--- src/rtl/cpu_seq.sv ---
`default_nettype none
// ============================================================================
// Module   : cpu_seq
// Purpose  : Sequential half of the 8-bit CPU: PC, A/B/C, carry, IR, output
//            latch and retire counter, with a req/ack instruction fetch.
// Revision : 1.0 - initial release
// ============================================================================
module cpu_seq #(
    parameter logic [3:0] JMP_OP = 4'b1111,
    parameter logic [3:0] JNC_OP = 4'b1110,
    parameter logic [3:0] OUT_OP = 4'b1001
) (
    input  logic        clk,
    input  logic        rst,
    input  logic        run,
    output logic        imem_req,
    output logic [7:0]  imem_addr,
    input  logic        imem_ack,
    input  logic [11:0] imem_data,
    output logic [3:0]  comb_op,
    output logic [7:0]  comb_a,
    output logic [7:0]  comb_b,
    output logic [7:0]  comb_c,
    output logic [7:0]  comb_d,
    output logic        comb_cin,
    input  logic [7:0]  comb_aout,
    input  logic [7:0]  comb_bout,
    input  logic [7:0]  comb_cout,
    input  logic [7:0]  comb_dout,
    input  logic        comb_carry,
    output logic [7:0]  out_port,
    output logic        busy,
    output logic [15:0] retired
);

    typedef enum logic [1:0] {
        S_IDLE  = 2'd0,
        S_FETCH = 2'd1,
        S_EXEC  = 2'd2
    } state_t;

    state_t      r_state;
    logic [7:0]  r_pc;
    logic [7:0]  r_a;
    logic [7:0]  r_b;
    logic [7:0]  r_c;
    logic [7:0]  r_out;
    logic [11:0] r_ir;
    logic        r_carry;
    logic [15:0] r_retired;

    logic [7:0]  w_pc_inc;
    logic [3:0]  w_op;
    logic [7:0]  w_imm;

    assign w_pc_inc = r_pc + 8'd1;
    assign w_op     = r_ir[11:8];
    assign w_imm    = r_ir[7:0];

    always_ff @(posedge clk or posedge rst) begin
        if (rst) begin
            r_state   <= S_IDLE;
            r_pc      <= 8'd0;
            r_a       <= 8'd0;
            r_b       <= 8'd0;
            r_c       <= 8'd0;
            r_out     <= 8'd0;
            r_ir      <= 12'd0;
            r_carry   <= 1'b0;
            r_retired <= 16'd0;
        end else begin
            case (r_state)
                S_IDLE: begin
                    if (run) begin
                        r_state <= S_FETCH;
                    end
                end
                S_FETCH: begin
                    // run is deliberately not sampled here: a started fetch always completes
                    if (imem_ack) begin
                        r_ir    <= imem_data;
                        r_state <= S_EXEC;
                    end
                end
                S_EXEC: begin
                    r_retired <= r_retired + 16'd1;
                    r_state   <= run ? S_FETCH : S_IDLE;
                    if (w_op == JMP_OP) begin
                        r_pc <= w_imm;
                    end else if (w_op == JNC_OP) begin
                        r_pc <= r_carry ? w_pc_inc : w_imm;
                    end else begin
                        r_a     <= comb_aout;
                        r_b     <= comb_bout;
                        r_c     <= comb_cout;
                        r_carry <= comb_carry;
                        r_pc    <= w_pc_inc;
                        if (w_op == OUT_OP) begin
                            r_out <= comb_dout;
                        end
                    end
                end
                default: begin
                    r_state <= S_IDLE;
                end
            endcase
        end
    end

    // Decoded from state only, so reset drops the request without a clock edge
    assign imem_req  = (r_state == S_FETCH);
    assign busy      = (r_state != S_IDLE);
    assign imem_addr = r_pc;
    assign comb_op   = w_op;
    assign comb_d    = w_imm;
    assign comb_a    = r_a;
    assign comb_b    = r_b;
    assign comb_c    = r_c;
    assign comb_cin  = r_carry;
    assign out_port  = r_out;
    assign retired   = r_retired;

endmodule
`default_nettype wire

--- config.mk ---
export PLATFORM = sky130hd
export DESIGN_NAME = cpu_seq
export DESIGN_NICKNAME = d
export VERILOG_FILES = /design/src/rtl/cpu_seq.sv
export SDC_FILE = /design/constraint.sdc
export NUM_CORES = 1
export LEC_CHECK = 0
export CORE_AREA = 2 2 87 89
export DETAILED_ROUTE_END_ITERATION = 7
export DIE_AREA = 0 0 89 91
export GPL_TIMING_DRIVEN = 1
export PLACE_DENSITY = 0.89
export SLEW_MARGIN = 0
export SYNTH_ARGS = -nofsm -noshare
export SYNTH_HDL_FRONTEND = slang
export SYNTH_SLANG_ARGS = --single-unit
--- constraint.sdc ---
create_clock -name clk -period 2.96 [get_ports clk]
set_input_delay 0.592 -clock clk [delete_from_list [all_inputs] [get_ports clk]]
set_output_delay 0.592 -clock clk [all_outputs]
set_load 0.05 [all_outputs]
==> results of run 1 <==
## logic make-up (layout without fill, tap and decap cells)
group / count (synthesis) / in the layout
adder cells (fa/ha/maj): 2 / 2
flip-flops: 71 / 71
AND/OR/NAND/NOR: 59 / 59
XOR/XNOR: 15 / 15
buffers and inverters: 17 / 148
AO/OA/AOI/OAI: 17 / 17
multiplexers: 49 / 49
## state kept, by name (all words and copies together) (netlist names)
register,count
comb_c,8
imem_addr,8
out_port,8
comb_cin,1
comb_a,8
r_state,2
retired,16
r_ir,12
comb_b,8
## area by class of cell
| class | instances | area [µm²] | area share [%] |
|---|---|---|---|
| repair buffers | 122 | 1230 | 26.9 |
| clock buffers | 11 | 151 | 3.32 |
| flip-flops and latches | 71 | 1780 | 38.9 |
| multi-input cells | 142 | 1120 | 24.5 |
| clock inverters | 5 | 128 | 2.80 |
| well taps | 99 | 124 | 2.71 |
| inverters | 10 | 37.5 | 0.823 |
## per-layer routing
metal / global-route usage [%] / wire, µm / up-vias
li1: - / - / 1059
met1: 22.5 / 2890 / 1116
met2: 27.8 / 3560 / 99
met3: 6.36 / 540 / 8
met4: 5.47 / 84 / 0
met5: 0 / 0 / -
## metrics by stage
stage / hold WS (ps) / area, µm² / setup slack, ps
3_3_place_gp: 460 / 4280 / 853
6_report: 485 / 4560 / 483
5_1_grt: 499 / 4560 / 417
3_5_place_dp: 481 / 4280 / 864
4_1_cts: 497 / 4560 / 479
2_1_floorplan: 553 / 2970 / 571
## worst max-delay path: cells and delay by family, from the launching register on
| family | cells | cell delay, ps |
|---|---|---|
| buffers and inverters | 1 | 870 |
| flip-flops | 1 | 410 |
| AND/OR/NAND/NOR | 1 | 280 |
## placed cells by master, fill, tap and decap left out
master	instances
a21o_1	1
a21oi_1	4
a22oi_1	2
a2bb2oi_1	3
a31oi_1	1
and3_1	1
and4_1	1
buf_12	1
buf_4	2
bufinv_16	4
clkbuf_8	11
clkdlybuf4s50_1	119
clkinvlp_4	1
dfrtp_1	71
ha_1	2
inv_1	9
inv_2	1
mux2_1	13
mux2_2	31
mux2i_1	5
nand2_1	16
nand2b_1	1
nand3_1	11
nand3b_1	1
nand4_1	7
nor2_1	11
nor2b_1	2
nor3_1	1
nor3_2	1
o21ai_0	4
o22a_1	1
o311ai_0	1
or2_2	3
or4_1	1
or4_4	2
xnor2_1	9
xor2_1	6
## power by group through the flow
stage	registers, W	clock network (W)	logic, W
after global placement	0.00153	0	0.00234
after CTS	0.00154	0.00106	0.00239
after floorplan	0.00265	0	0.000414
after global routing	0.00158	0.00111	0.00247
final	0.00154	0.00104	0.00237
after detailed placement	0.00156	0	0.00238
## worst paths after layout
| path | startpoint | endpoint | slack, ps |
|---|---|---|---|
| worst max-delay path | r_state[0] | imem_req | 480 |
| worst min-delay path | retired[15] | retired[15] | 490 |
| worst max register to register | r_state[0] | retired[15] | 1000 |
| worst min register to register | retired[15] | retired[15] | 490 |
| max in group asynchronous | rst | retired[15] | 1630 |
| min in group asynchronous | rst | comb_a[2] | 680 |
==> impl_metrics.env, run 1 <==
export IMPL_cts_repair_resized=0
export IMPL_vias=2282
export IMPL_cts_buffers_inserted=9
export IMPL_ys_ff_latch=71
export IMPL_synth_nets=281
export IMPL_cts_setup_buffers=0
export IMPL_synth_top_area_share_pct=59.9
export IMPL_fp_dieW_um=89
export IMPL_clockPowerShare_pct=21.0
export IMPL_grt_antenna_before_repair=0
export IMPL_worstMarginPinSlew_ps=654
export IMPL_hold_class="reg -> reg"
export IMPL_seq_power_share_pct=31.1
export IMPL_track_usage_pct=17.6
export IMPL_ys_types=32
export IMPL_synth_compound_area_share_pct=3.80
export IMPL_synthAdderAreaFrac_pct=0.844
export IMPL_switchingPower_w=0.00213
export IMPL_clkTransAtPathRegs_ps=70
export IMPL_cts_max_level=3
export IMPL_io_pins=120
export IMPL_die_y_um=91
export IMPL_cp_cell_sequence="nor2b_1 -> clkdlybuf4s50_1"
export IMPL_synth_top_family_by_area="multiplexers"
export IMPL_dr_pass1_iters=4
export IMPL_skew_ps=9.05
export IMPL_cts_sinks=71
export IMPL_ys_warn_count=0
export IMPL_nets=407
export IMPL_fill_cells=570
export IMPL_run_status="completed"
export IMPL_viasPerCell=4.96
export IMPL_clk_insertion_delay_late_ps=330
export IMPL_yosysMostFrequentCell="dfrtp_1"
export IMPL_diodes=0
export IMPL_power_density_mw_per_mm2=1090
export IMPL_antenna_left=0
export IMPL_finalHoldViolations=0
export IMPL_synth_edf_count=0
export IMPL_grt_pass1_vias=2299
export IMPL_path_max_fanout=6
export IMPL_wl_per_cell_um=15.4
export IMPL_worst_path_largest_cell_delay_ps=870
export IMPL_clock_fmax_mhz=404
export IMPL_critPathCaptureType="primary output"
export IMPL_slew_viol_final=0
export IMPL_wl_um=7070
export IMPL_io_buffers=119
export IMPL_ys_top_cells_by_area="dfrtp_1, mux2_2, mux2_1"
export IMPL_yosys_top_cells_count="dfrtp_1, mux2_2, nand2_1, mux2_1"
export IMPL_area_delta_synth_final_pct=53.8
export IMPL_fin_util_pct=63.9
export IMPL_slowest_stage="clkdlybuf4s50_1"
export IMPL_maxSlewHeadroom_pct=56.3
export IMPL_die_area_mm2=0.00810
export IMPL_rsz0062_at_grt="no"
export IMPL_drtIter0Drc=70
export IMPL_core_mm2=0.00714
export IMPL_grt_max_degree=42
export IMPL_synthCells=230
export IMPL_p_total_w=0.00496
export IMPL_maxCapViolations=0
export IMPL_overflow=0
export IMPL_cp_data_arrival_time_ps=1880
export IMPL_clk_path_buf_depth=2
export IMPL_dpl_hpwl_um=5070
export IMPL_num_rows=31
export IMPL_ys_flop_type="dfrtp_1"
export IMPL_switching_share_pct=43.0
export IMPL_start_util_pct=41.6
export IMPL_path_class="reg -> out"
export IMPL_yosysSeqAreaShare_pct=59.9
export IMPL_muxShareOfSynthArea_pct=18.4
export IMPL_comb_power_share_pct=47.9
export IMPL_hold_buffers=0
export IMPL_grt_pass1_wl_um=11000
export IMPL_drive_above_1_share_pct=15.8
export IMPL_crit_path_start_kind="flip-flop"
export IMPL_reg2reg_depth=4
export IMPL_hold_depth=1
export IMPL_drc=0
export IMPL_netlist_area_mm2=0.00297
export IMPL_period_minus_slack_ps=2480
export IMPL_ir_drop_v=0.000761
export IMPL_power_internal_w=0.00283
export IMPL_syn_avg_cell_area_um2=12.9
export IMPL_timing_final_crit_share_pct=83.7
export IMPL_placedCellCount=444
export IMPL_yosysTopAreaCell="dfrtp_1"
export IMPL_cp_required_ps=2370
export IMPL_leakagePower_nw=1.94
export IMPL_fin_cells=460
export IMPL_setup_violations_final=0
export IMPL_gp_congestion=0.790
export IMPL_clockRootBuffer="clkbuf_8"
export IMPL_cts_tree="yes"
export IMPL_async_flop_share_pct=100
export IMPL_yosys_area_share_simple_pct=10.3
export IMPL_fin_tns_setup_ps=0
export IMPL_synth_xor_area_share_pct=4.43
Note: power is estimated with default switching activity, not from simulation.
==> run 2, diff against run 1 <==
==> constraint.sdc (replaced) <==
create_clock -name clk -period 2.3 [get_ports clk]
set_input_delay 0.46 -clock clk [delete_from_list [all_inputs] [get_ports clk]]
set_output_delay 0.46 -clock clk [all_outputs]
set_load 0.05 [all_outputs]
==> impl_metrics.env, run 2 (synthesis results as in run 1) <==
export IMPL_core_mm2=0.00714
export IMPL_area_delta_synth_final_pct=51.0
export IMPL_cp_data_arrival_time_ps=1780
export IMPL_skew_ps=7.75
export IMPL_crit_path_start_kind="flip-flop"
export IMPL_grt_max_degree=72
export IMPL_critPathTopFamily="buffers and inverters"
export IMPL_gp_congestion=0.797
export IMPL_die_y_um=91
export IMPL_drtIter0Drc=80
export IMPL_critPathCaptureType="primary output"
export IMPL_path_class="reg -> out"
export IMPL_cts_tree="yes"
export IMPL_path_max_fanout=6
export IMPL_drive_above_1_share_pct=15.7
export IMPL_drc=0
export IMPL_clockRootBuffer="clkbuf_8"
export IMPL_overflow=0
export IMPL_viasPerCell=4.92
export IMPL_cts_max_level=3
export IMPL_fin_tns_setup_ps=0
export IMPL_clock_fmax_mhz=446
export IMPL_cts_repair_resized=0
export IMPL_largest_reg_flops=16
export IMPL_vias=2266
export IMPL_io_buffers=119
export IMPL_clk_path_buf_depth=2
export IMPL_worstMarginPinSlew_ps=536
export IMPL_final_cell_area_mm2=0.00448
export IMPL_run_status="completed"
export IMPL_num_rows=31
export IMPL_maxCapViolations=0
export IMPL_setup_violations_final=0
export IMPL_dr_pass1_iters=4
export IMPL_io_pins=120
export IMPL_slowest_stage="clkdlybuf4s50_1"
export IMPL_dpl_cell_area_mm2=0.00429
export IMPL_diodes=0
export IMPL_timing_final_crit_share_pct=97.5
export IMPL_power_density_mw_per_mm2=1340
export IMPL_ir_drop_v=0.000932
export IMPL_fill_cells=602
export IMPL_antenna_left=0
export IMPL_dpl_hpwl_um=5030
export IMPL_die_area_mm2=0.00810
export IMPL_wl_um=6990
export IMPL_cp_required_ps=1840
export IMPL_finalHoldViolations=0
export IMPL_hold_class="reg -> reg"
export IMPL_hold_buffers=0
export IMPL_cp_cell_sequence="or2_2 -> clkdlybuf4s50_1"
export IMPL_rsz0062_at_grt="no"
export IMPL_final_cell_mix="clkdlybuf4s50_1, dfrtp_1, mux2_2"
export IMPL_track_usage_pct=17.3
export IMPL_layout_commonest_cell="clkdlybuf4s50_1"
export IMPL_leakagePower_nw=1.91
export IMPL_worst_path_largest_cell_delay_ps=720
export IMPL_grt_pass1_wl_um=10900
export IMPL_maxSlewHeadroom_pct=64.1
export IMPL_wl_per_cell_um=15.2
export IMPL_clk_insertion_delay_late_ps=330
export IMPL_grt_antenna_before_repair=0
export IMPL_start_util_pct=41.6
export IMPL_clkTransAtPathRegs_ps=70
export IMPL_nets=408
export IMPL_cts_buffers_inserted=9
export IMPL_grt_pass1_vias=2260
export IMPL_period_minus_slack_ps=2240
export IMPL_fp_dieW_um=89
export IMPL_slew_viol_final=0
export IMPL_cp_num_buf_inv=1
export IMPL_cts_sinks=71
export IMPL_cts_setup_buffers=0
-- run 2: worst register-to-register path: cells and delay by family, from the launching register on --
family / cells / cell delay [ps]
XOR/XNOR: 1 / 170
adder cells (fa/ha/maj): 1 / 180
flip-flops: 1 / 430
AND/OR/NAND/NOR: 3 / 870
-- run 2: metal layers --
metal	wire, µm	part of all wire [%]	track usage [%]
met5	0	0	0
met3	493	7.1	4.55
met4	79	1.1	6.22
met1	2950	42	22.4
met2	3470	50	27.7
-- run 2: cell type report --
| type | instances | area, µm² | share of cell area, % |
|---|---|---|---|
| sequential | 71 | 1780 | 39.7 |
| clock buffer | 12 | 145 | 3.24 |
| inverter | 10 | 37.5 | 0.838 |
| timing repair buffer | 123 | 1230 | 27.5 |
| tap | 99 | 124 | 2.77 |
| clock inverter | 4 | 45.0 | 1.01 |
| multi-input combinational | 142 | 1120 | 25.0 |
-- run 2: power by group --
| part | leakage, nW | switching [W] | internal [W] |
|---|---|---|---|
| clock network | 0.100 | 0.000448 | 0.000527 |
| logic | 0.942 | 0.00195 | 0.00109 |
| registers | 0.863 | 0.000318 | 0.00166 |
| total | 1.91 | 0.00272 | 0.00328 |
-- run 2: final timing paths --
path | cells after the start | slack (ps) | start | to
setup reg to reg | 5 | 590 | retired[0] | retired[12]
min in group asynchronous | 3 | 550 | rst | retired[14]
max in group asynchronous | 3 | 1470 | rst | out_port[0]
setup / recovery | 2 | 60 | r_state[0] | busy
hold reg to reg | 1 | 470 | retired[15] | retired[15]
hold / removal | 1 | 470 | retired[15] | retired[15]
-- run 2: stage by stage --
stage / hold slack, ps / power [W] / setup WS [ps] / instances / util [%]
after floorplan: 553 / 0.00394 / 43.4 / 230 / -
after detailed placement: 459 / 0.00506 / 407 / 445 / 60.1
after global routing: 479 / 0.00627 / 1.43 / 461 / 62.8
after global placement: 461 / 0.00498 / 425 / 445 / 60.1
after CTS: 472 / 0.00604 / 37.3 / 461 / 62.8
final: 468 / 0.00600 / 57.7 / 461 / 62.8
==> run 3, diff against run 2 <==
--- a/config.mk
+++ b/config.mk
@@ -5,9 +5,11 @@
 export SDC_FILE = /design/constraint.sdc
 export NUM_CORES = 1
 export LEC_CHECK = 0
-export CORE_AREA = 2 2 87 89
+export CELL_PAD_IN_SITES_DETAIL_PLACEMENT = 1
+export CELL_PAD_IN_SITES_GLOBAL_PLACEMENT = 1
+export CORE_AREA = 2 2 98 100
 export DETAILED_ROUTE_END_ITERATION = 7
-export DIE_AREA = 0 0 89 91
+export DIE_AREA = 0 0 100 102
 export GPL_TIMING_DRIVEN = 1
 export PLACE_DENSITY = 0.89
 export SLEW_MARGIN = 0
==> impl_metrics.env, run 3 (synthesis results as in run 1) <==
export IMPL_maxCapViolations=0
export IMPL_largest_reg_flops=16
export IMPL_worstMarginPinSlew_ps=559
export IMPL_final_cell_mix="clkdlybuf4s50_1, dfrtp_1, mux2_2"
export IMPL_slowest_stage="clkdlybuf4s50_1"
export IMPL_fp_dieW_um=100
export IMPL_drtIter0Drc=33
export IMPL_timing_final_crit_share_pct=97.2
export IMPL_layout_commonest_cell="clkdlybuf4s50_1"
export IMPL_path_max_fanout=6
export IMPL_start_util_pct=32.6
export IMPL_num_rows=35
export IMPL_worst_path_largest_cell_delay_ps=720
export IMPL_dpl_cell_area_mm2=0.00432
export IMPL_fill_cells=965
export IMPL_viasPerCell=4.82
export IMPL_cts_max_level=3
export IMPL_run_status="completed"
export IMPL_overflow=0
export IMPL_clockRootBuffer="clkbuf_8"
export IMPL_path_class="reg -> out"
export IMPL_whs_ps=488
export IMPL_drc=0
export IMPL_antenna_left=0
export IMPL_ir_drop_v=0.000629
export IMPL_drive_above_1_share_pct=16.3
export IMPL_diodes=0
export IMPL_wl_per_cell_um=16.5
export IMPL_dr_pass1_iters=4
export IMPL_seqCellArea_mm2=0.00178
export IMPL_switching_share_pct=44.0
export IMPL_grt_pass1_vias=2538
export IMPL_cts_repair_resized=0
export IMPL_clk_path_buf_depth=2
export IMPL_maxSlewHeadroom_pct=62.7
export IMPL_nets=409
export IMPL_fin_tns_setup_ps=0
export IMPL_power_density_mw_per_mm2=1370
export IMPL_clockPowerShare_pct=19.3
export IMPL_vias=2279
export IMPL_grt_antenna_before_repair=0
export IMPL_cts_tree="yes"
export IMPL_crit_path_start_kind="flip-flop"
export IMPL_switchingPower_w=0.00275
export IMPL_area_delta_synth_final_pct=54.0
export IMPL_critPathCaptureType="primary output"
export IMPL_die_y_um=102
export IMPL_hold_class="reg -> reg"
export IMPL_cts_buffers_inserted=9
export IMPL_skew_ps=6.53
export IMPL_seq_power_share_pct=31.8
export IMPL_cts_setup_buffers=0
export IMPL_power_internal_w=0.00350
export IMPL_clkTransAtPathRegs_ps=80
export IMPL_rsz0062_at_grt="no"
export IMPL_die_area_mm2=0.0102
export IMPL_io_pins=120
export IMPL_cp_data_arrival_time_ps=1780
export IMPL_io_buffers=119
export IMPL_clk_insertion_delay_late_ps=330
export IMPL_cts_sinks=71
export IMPL_grt_max_degree=27
export IMPL_gp_congestion=0.718
export IMPL_finalHoldViolations=0
export IMPL_leakagePower_nw=1.93
export IMPL_period_minus_slack_ps=2240
export IMPL_dpl_hpwl_um=5880
export IMPL_final_cell_area_mm2=0.00457
export IMPL_setup_violations_final=0
export IMPL_cp_cell_sequence="or2_2 -> clkdlybuf4s50_1"
export IMPL_core_mm2=0.00911
export IMPL_multi_input_area_mm2=0.00112
export IMPL_grt_pass1_wl_um=12700
export IMPL_wl_um=7800
export IMPL_comb_power_share_pct=48.8
export IMPL_track_usage_pct=15.9
export IMPL_clock_fmax_mhz=447
export IMPL_slew_viol_final=0
export IMPL_cp_required_ps=1840
export IMPL_hold_buffers=0
==> run 3: cell type report <==
cell class / instances / area share, %
clock buffers: 10 / 3.01
inverters: 10 / 0.822
repair buffers: 124 / 27.4
clock inverters: 5 / 2.33
flip-flops and latches: 71 / 38.9
well taps: 111 / 3.04
multi-input cells: 142 / 24.5
==> run 3: critical path, delay by kind of cell (launching register included) <==
family                 cells  cell delay (ps)
and+or+nand+nor            1              300
DFF                        1              420
buffers and inverters      1              720
==> run 3: path summary, 6_finish.rpt <==
check / start / endpoint / slack (ps) / cells past startpoint
setup / recovery: r_state[0] / busy / 60 / 2
hold reg to reg: retired[15] / retired[15] / 490 / 1
setup reg to reg: r_state[1] / out_port[6] / 520 / 3
max in group asynchronous: rst / comb_a[0] / 1240 / 3
min in group asynchronous: rst / retired[13] / 510 / 2
hold / removal: retired[15] / retired[15] / 490 / 1
==> run 3: power by group through the flow <==
stage,clock (W),combinational [W],sequential [W]
6_report,0.00121,0.00305,0.00199
5_1_grt,0.00130,0.00318,0.00206
4_1_cts,0.00125,0.00309,0.00200
3_5_place_dp,0,0.00308,0.00201
3_3_place_gp,0,0.00302,0.00198
2_1_floorplan,0,0.000533,0.00340
==> run 3: routing by layer <==
layer  global-route usage, %  vias up  share of wire, %
li1                        -     1057                 -
met4                    4.85        0              0.91
met1                    19.4     1134                42
met5                       0        -                 0
met3                    3.76        8               5.9
met2                    28.1       80                51
==> run 3: through the flow <==
step           util, %  power [W]  std cells  setup WS, ps
6_report          50.2    0.00625        473          63.3
5_1_grt           50.2    0.00654        473          1.18
4_1_cts           50.2    0.00633        473          44.5
3_5_place_dp      47.5    0.00509        458           370
3_3_place_gp      47.5    0.00500        458           430
2_1_floorplan        -    0.00394        230          43.4
